## config.mk

```make
export PLATFORM = sky130hd
export DESIGN_NAME = term_loopback_switch_matrix_flat
export DESIGN_NICKNAME = d
export VERILOG_FILES = /design/src/rtl/term_loopback_switch_matrix_if.sv /design/src/rtl/term_loopback_switch_matrix.sv /design/src/flat_wrapper.sv
export SDC_FILE = /design/constraint.sdc
export NUM_CORES = 1
export LEC_CHECK = 0
export BUFFER_PORTS_ARGS = -buffer_cell sky130_fd_sc_hd__buf_4
export CORE_MARGIN = 3
export CORE_UTILIZATION = 57
export CTS_CLUSTER_SIZE = 40
export DETAILED_ROUTE_END_ITERATION = 7
export PLACE_DENSITY = 0.95
export SLEW_MARGIN = 30
export SYNTH_ARGS = -nofsm -noshare
export SYNTH_HDL_FRONTEND = slang
export SYNTH_SLANG_ARGS = --single-unit
```

## constraint.sdc

```tcl
create_clock -name UserCLK -period 4.45 [get_ports UserCLK]
set_input_delay 0 -clock UserCLK [delete_from_list [all_inputs] [get_ports UserCLK]]
set_output_delay 0 -clock UserCLK [all_outputs]
set_load 0.01 [all_outputs]
```

## src/rtl/term_loopback_switch_matrix_if.sv

```systemverilog
// Wire groups and serial configuration signals of the terminal loopback switch matrix.
// The master side drives the north wires and the config chain; the slave side is the matrix.
interface term_loopback_switch_matrix_if #(
  parameter int W1 = 4,
  parameter int W2 = 8,
  parameter int W4 = 16
);
  logic [W1-1:0] N1END;
  logic [W2-1:0] N2MID;
  logic [W2-1:0] N2END;
  logic [W4-1:0] NN4END;
  logic [W4-1:0] N4END;
  logic [W1-1:0] S1BEG;
  logic [W2-1:0] S2BEG;
  logic [W2-1:0] S2BEGb;
  logic [W4-1:0] SS4BEG;
  logic [W4-1:0] S4BEG;
  logic          cfg_en;
  logic          cfg_din;
  logic          cfg_dout;
  logic          cfg_commit;
  logic          cfg_full;
  logic          cfg_err;

  modport master (
    output N1END, N2MID, N2END, NN4END, N4END, cfg_en, cfg_din, cfg_commit,
    input  S1BEG, S2BEG, S2BEGb, SS4BEG, S4BEG, cfg_dout, cfg_full, cfg_err
  );

  modport slave (
    input  N1END, N2MID, N2END, NN4END, N4END, cfg_en, cfg_din, cfg_commit,
    output S1BEG, S2BEG, S2BEGb, SS4BEG, S4BEG, cfg_dout, cfg_full, cfg_err
  );
endinterface

```

## src/rtl/term_loopback_switch_matrix.sv

```systemverilog
// Terminal-tile switch matrix: loops each north wire group back south with a per-group
// runtime mode and optional pipeline register, configured through a shadow chain.
module term_loopback_group #(
  parameter int W = 4
) (
  input  logic         clk,
  input  logic         rst,
  input  logic [W-1:0] din,
  input  logic [1:0]   mode,
  input  logic         reg_en,
  output logic [W-1:0] dout
);
  logic [W-1:0] mapped;
  logic [W-1:0] pipe;

  always_comb begin
    mapped = '0;
    case (mode)
      2'b00: for (int i = 0; i < W; i++) mapped[i] = din[W-1-i];
      2'b01: mapped = din;
      2'b10: mapped = '0;
      2'b11: mapped = '1;
      default: mapped = '0;
    endcase
  end

  // Samples every cycle so flipping reg_en never exposes data older than one cycle.
  always_ff @(posedge clk or posedge rst) begin
    if (rst) pipe <= '0;
    else     pipe <= mapped;
  end

  assign dout = reg_en ? pipe : mapped;
endmodule

module term_loopback_switch_matrix #(
  parameter int W1       = 4,
  parameter int W2       = 8,
  parameter int W4       = 16,
  parameter int NGRP     = 5,
  parameter int CFG_BITS = 3 * NGRP
) (
  input logic UserCLK,
  input logic RST,
  term_loopback_switch_matrix_if.slave bus
);
  localparam int CW = $clog2(CFG_BITS + 1);

  logic [CFG_BITS-1:0] shadow;
  logic [CFG_BITS-1:0] active;
  logic [CW-1:0]       cnt;
  logic                err;
  logic                full;
  logic                commit_ok;

  assign full      = (cnt == CW'(CFG_BITS));
  assign commit_ok = bus.cfg_commit && full;

  // Active only moves on a successful commit, so shifting never disturbs routing.
  always_ff @(posedge UserCLK or posedge RST) begin
    if (RST) begin
      shadow <= '0;
      active <= '0;
      cnt    <= '0;
      err    <= 1'b0;
    end else begin
      if (bus.cfg_en) shadow <= {shadow[CFG_BITS-2:0], bus.cfg_din};
      if (commit_ok) begin
        active <= shadow;
        cnt    <= bus.cfg_en ? CW'(1) : CW'(0);
        err    <= 1'b0;
      end else begin
        if (bus.cfg_en && !full) cnt <= cnt + CW'(1);
        if (bus.cfg_commit)      err <= 1'b1;
      end
    end
  end

  assign bus.cfg_dout = shadow[CFG_BITS-1];
  assign bus.cfg_full = full;
  assign bus.cfg_err  = err;

  term_loopback_group #(.W(W1)) g_s1 (
    .clk(UserCLK), .rst(RST), .din(bus.N1END),
    .mode(active[1:0]), .reg_en(active[2]), .dout(bus.S1BEG)
  );

  term_loopback_group #(.W(W2)) g_s2 (
    .clk(UserCLK), .rst(RST), .din(bus.N2MID),
    .mode(active[4:3]), .reg_en(active[5]), .dout(bus.S2BEG)
  );

  term_loopback_group #(.W(W2)) g_s2b (
    .clk(UserCLK), .rst(RST), .din(bus.N2END),
    .mode(active[7:6]), .reg_en(active[8]), .dout(bus.S2BEGb)
  );

  term_loopback_group #(.W(W4)) g_ss4 (
    .clk(UserCLK), .rst(RST), .din(bus.NN4END),
    .mode(active[10:9]), .reg_en(active[11]), .dout(bus.SS4BEG)
  );

  term_loopback_group #(.W(W4)) g_s4 (
    .clk(UserCLK), .rst(RST), .din(bus.N4END),
    .mode(active[13:12]), .reg_en(active[14]), .dout(bus.S4BEG)
  );
endmodule

```

## src/flat_wrapper.sv

```systemverilog
// flat-port wrapper written by rule: the top's interface ports become plain ports
module term_loopback_switch_matrix_flat 
#(
  parameter int W1       = 4,
  parameter int W2       = 8,
  parameter int W4       = 16,
  parameter int NGRP     = 5,
  parameter int CFG_BITS = 3 * NGRP
)
  (UserCLK, RST, bus_N1END, bus_N2MID, bus_N2END, bus_NN4END, bus_N4END, bus_cfg_en, bus_cfg_din, bus_cfg_commit, bus_S1BEG, bus_S2BEG, bus_S2BEGb, bus_SS4BEG, bus_S4BEG, bus_cfg_dout, bus_cfg_full, bus_cfg_err);
  term_loopback_switch_matrix_if #(.W1(W1), .W2(W2), .W4(W4)) bus_i ();
  input logic UserCLK;
  input logic RST;
  input wire logic [$bits(bus_i.N1END)-1:0] bus_N1END;
  input wire logic [$bits(bus_i.N2MID)-1:0] bus_N2MID;
  input wire logic [$bits(bus_i.N2END)-1:0] bus_N2END;
  input wire logic [$bits(bus_i.NN4END)-1:0] bus_NN4END;
  input wire logic [$bits(bus_i.N4END)-1:0] bus_N4END;
  input wire logic [$bits(bus_i.cfg_en)-1:0] bus_cfg_en;
  input wire logic [$bits(bus_i.cfg_din)-1:0] bus_cfg_din;
  input wire logic [$bits(bus_i.cfg_commit)-1:0] bus_cfg_commit;
  output wire logic [$bits(bus_i.S1BEG)-1:0] bus_S1BEG;
  output wire logic [$bits(bus_i.S2BEG)-1:0] bus_S2BEG;
  output wire logic [$bits(bus_i.S2BEGb)-1:0] bus_S2BEGb;
  output wire logic [$bits(bus_i.SS4BEG)-1:0] bus_SS4BEG;
  output wire logic [$bits(bus_i.S4BEG)-1:0] bus_S4BEG;
  output wire logic [$bits(bus_i.cfg_dout)-1:0] bus_cfg_dout;
  output wire logic [$bits(bus_i.cfg_full)-1:0] bus_cfg_full;
  output wire logic [$bits(bus_i.cfg_err)-1:0] bus_cfg_err;
  assign bus_i.N1END = bus_N1END;
  assign bus_i.N2MID = bus_N2MID;
  assign bus_i.N2END = bus_N2END;
  assign bus_i.NN4END = bus_NN4END;
  assign bus_i.N4END = bus_N4END;
  assign bus_i.cfg_en = bus_cfg_en;
  assign bus_i.cfg_din = bus_cfg_din;
  assign bus_i.cfg_commit = bus_cfg_commit;
  assign bus_S1BEG = bus_i.S1BEG;
  assign bus_S2BEG = bus_i.S2BEG;
  assign bus_S2BEGb = bus_i.S2BEGb;
  assign bus_SS4BEG = bus_i.SS4BEG;
  assign bus_S4BEG = bus_i.S4BEG;
  assign bus_cfg_dout = bus_i.cfg_dout;
  assign bus_cfg_full = bus_i.cfg_full;
  assign bus_cfg_err = bus_i.cfg_err;
  term_loopback_switch_matrix #(.W1(W1), .W2(W2), .W4(W4), .NGRP(NGRP), .CFG_BITS(CFG_BITS)) u_core (.UserCLK(UserCLK), .RST(RST), .bus(bus_i));
endmodule
```

==> summary.md <==
| Metric | Value |
|---|---|
| Status | `finished clean` |
| Max_cap viols | `0` |
| PwrDens | `685 nW/um2` |
| Die area | `8390 um2` |
| Fillers | `319` |
| Max-slew violation count | `0` |
| Vias in the first global route | `3602` |
| H-tree levels | `3` |
| VDD IR-drop max | `429 uV` |
| Die height | `91.6 um` |
| Starting Density | `0.601` |
| Worst Hold Class | `input pin to flop` |
| Worst-skew pair later-pin latency | `0.36 ns` |
| Largest net degree at the start of global routing | `61` |
| Top FF cell, synth | `dfrtp_1` |
| Worst slew pin tran | `0.735 ns` |
| Final clock skew | `0.0153 ns` |
| WL met3 | `721 um` |
| Drt first-iter violations | `roughly 150` |
| Synth async-reset ratio | `1.00` |
| Critical Path End Type | `output port` |
| Area growth from synthesis to layout | `41.8%` |
| CTS clock-pin slew for the worst setup and hold paths | `around 0.090 ns` |
| Synth unique cells | `27` |
| Sequential area share after synthesis | `0.522` |
| Cts bufs inserted | `9` |
| Hold Path End | `u_core.cnt[2]` |
| Hold slack | `about 0.048 ns` |
| Reg area | `2180 um2` |
| Leak Pwr | `0.00276 uW` |
| Grt total ovfl | `0` |
| Commonest non-fill, non-tap cells in the layout | `buf_4, dfrtp_1, mux2_2` |
| Dpl cell area | `a little over 5000 um2` |
| Rel. slew slack | `0.510` |
| Final hold viol count | `0` |
| Synth Register Bits | `87` |
| Syn Inst Count | `320` |
| Rows | `30` |
| Final ANT Viol Nets | `0` |
| Vias per inst | `5.69` |
| Util after Layout | `0.852` |
| R2r startpoint | `u_core.active[9]` |
| # port buffers | `111` |
| Fin Setup TNS | `0 ns` |
| Detailed-route wire length | `between 10 and 15 mm` |
| CORE AREA | `just under 7000 um2` |
| Final routed DRC violation total | `0` |
| Commonest non-fill, non-tap cell in the layout | `buf_4` |
| Root Driver | `clkbuf_8` |
| Gr usage total | `0.281` |
| CTS tree | `yes` |
| Met1 Wirelength | `4.41 mm` |
| Vias | `3367` |
| Share of cells above drive strength 1 | `0.531` |
| RSZ-0062 raised after global routing | `false` |
| Pre-Repair DR Iteration Count | `4` |
| Hold Path Stages | `3` |
| Slack of the critical path | `2.32 ns` |
| Mapped Area | `approximately 4200 um2` |
| Die Span X | `91.6 um` |
| Fin crit period | `approximately 2.1 ns` |
| Clk buf depth | `2` |
| Worst slack, placed | `2.77 ns` |
| Period utilisation layout | `0.479` |
| Synth Net Count | `~380` |
| Crit Path Class | `flop to output port` |
| # setup viols final | `0` |
| RePlAce Congestion | `0.771` |
| FF-to-FF path depth | `3` |
| Hold path start | `bus_cfg_en` |
| WL/cell | `19.1 um` |
| CTS sink count | `87` |
| CP startpoint kind | `flop` |
| Critical Path AT | `2.13 ns` |
| Syn avg cell area | `13.0 um2` |
| Met2 WL post-DR | `roughly 5.9 mm` |
| Top sig layer | `met4` |
| Footprint of the multi-input gates | `1870 um2` |
| I/O pins | `112` |
| FMAX | `between 400 and 500 MHz` |
| Initial antenna violation count | `1` |
| R2r setup slk | `2.35 ns` |
| First-pass GRT wire length | `about 19 mm` |
| Design area | `roughly 5900 um2` |
| Dpl hpwl | `6.18 mm` |
| Nets | `548` |
| Synthesis Warnings | `0` |
| Postcts setup bufs | `0` |
| RR Endpoint | `u_core.g_ss4.pipe[13]` |
| Critical Path RT | `4.45 ns` |
| Post-synth EDFFs | `0` |
| Crit-path max FO | `18` |
critical path: stages, from the launching register on:
cell	delay, ns
dfrtp_1	0.58
nor2_2	0.64
a21bo_2	0.27
mux2_2	0.17
buf_4	0.12
metal layers:
layer  global-route usage  vias to the layer above
met4                0.113                        0
met1                0.340                     1682
met5                    0                        -
li1                     -                     1507
met2                0.479                      145
met3               0.0704                       33
power by group:
part	total, uW	switching (uW)	internal (uW)
Combinational	1990	807	1180
Clock	620	288	332
Sequential	1450	318	1130
through the flow:
| stage | power [uW] | std cells |
|---|---|---|
| final | 4060 | 592 |
| after global routing | 4300 | 592 |
| after CTS | 3960 | 591 |
| after detailed placement | 3240 | 509 |
| after global placement | 3150 | 509 |
| after floorplan | 2530 | 320 |
cell type report:
type | count | area share
clock buffer | 11 | 0.0239
antenna | 1 | 0.000423
tap | 96 | 0.0203
inverter | 4 | 0.00338
timing repair buffer | 178 | 0.254
multi-input combinational | 210 | 0.317
clock inverter | 5 | 0.0137
sequential | 87 | 0.368
cell usage after synthesis (2+ instances only):
cell type  count  area [um2]
a21bo_1        3        30.0
a21bo_2       49         490
buf_1          2        7.51
buf_2          9        45.0
buf_6          3        33.8
clkbuf_1       3        11.3
clkbuf_2       2        10.0
dfrtp_1       87        2180
inv_1          4        15.0
mux2_1         2        22.5
mux2_2        81         912
nand2_1        2        7.51
nor2_2         4        25.0
o21ai_0       46         230
o21ai_1       11        55.1
cells by family (layout without fill, tap and decap cells):
group	count (synthesis)	after routing	synth area share
AOI/OAI and AO/OA	114	114	0.202
DFF	87	87	0.522
muxes	84	84	0.226
buffers and inverters	23	198	0.0294
and+or+nand+nor	11	11	0.0180
adders and majority gates	1	1	0.00300
other	0	1	0
flip-flops by register name (all words and copies together), names as in the netlist:
signal              flops
u_core.shadow          15
u_core.bus.cfg_err      1
u_core.g_s2b.pipe       8
u_core.cnt              4
u_core.g_s1.pipe        4
u_core.g_s4.pipe       16
u_core.active          15
u_core.g_ss4.pipe      16
u_core.g_s2.pipe        8
timing repair:
item / CTS / global route
hold buffers: 66 / 0
endpoints found under the hold margin: 113 / 0
resized for setup: 0 / 0
worst max-delay path by stage:
stage                     startpoint               end  slack, ns
CTS                 u_core.active[9]    bus_SS4BEG[12]       2.39
global placement       u_core.cnt[0]     u_core.cnt[1]       2.83
floorplan                        RST  u_core.active[0]       2.20
finish              u_core.active[9]    bus_SS4BEG[10]       2.32
detailed placement     u_core.cnt[0]     u_core.cnt[1]       2.77
global route        u_core.active[9]    bus_SS4BEG[10]       2.20
(Power assumes the default switching activity.)
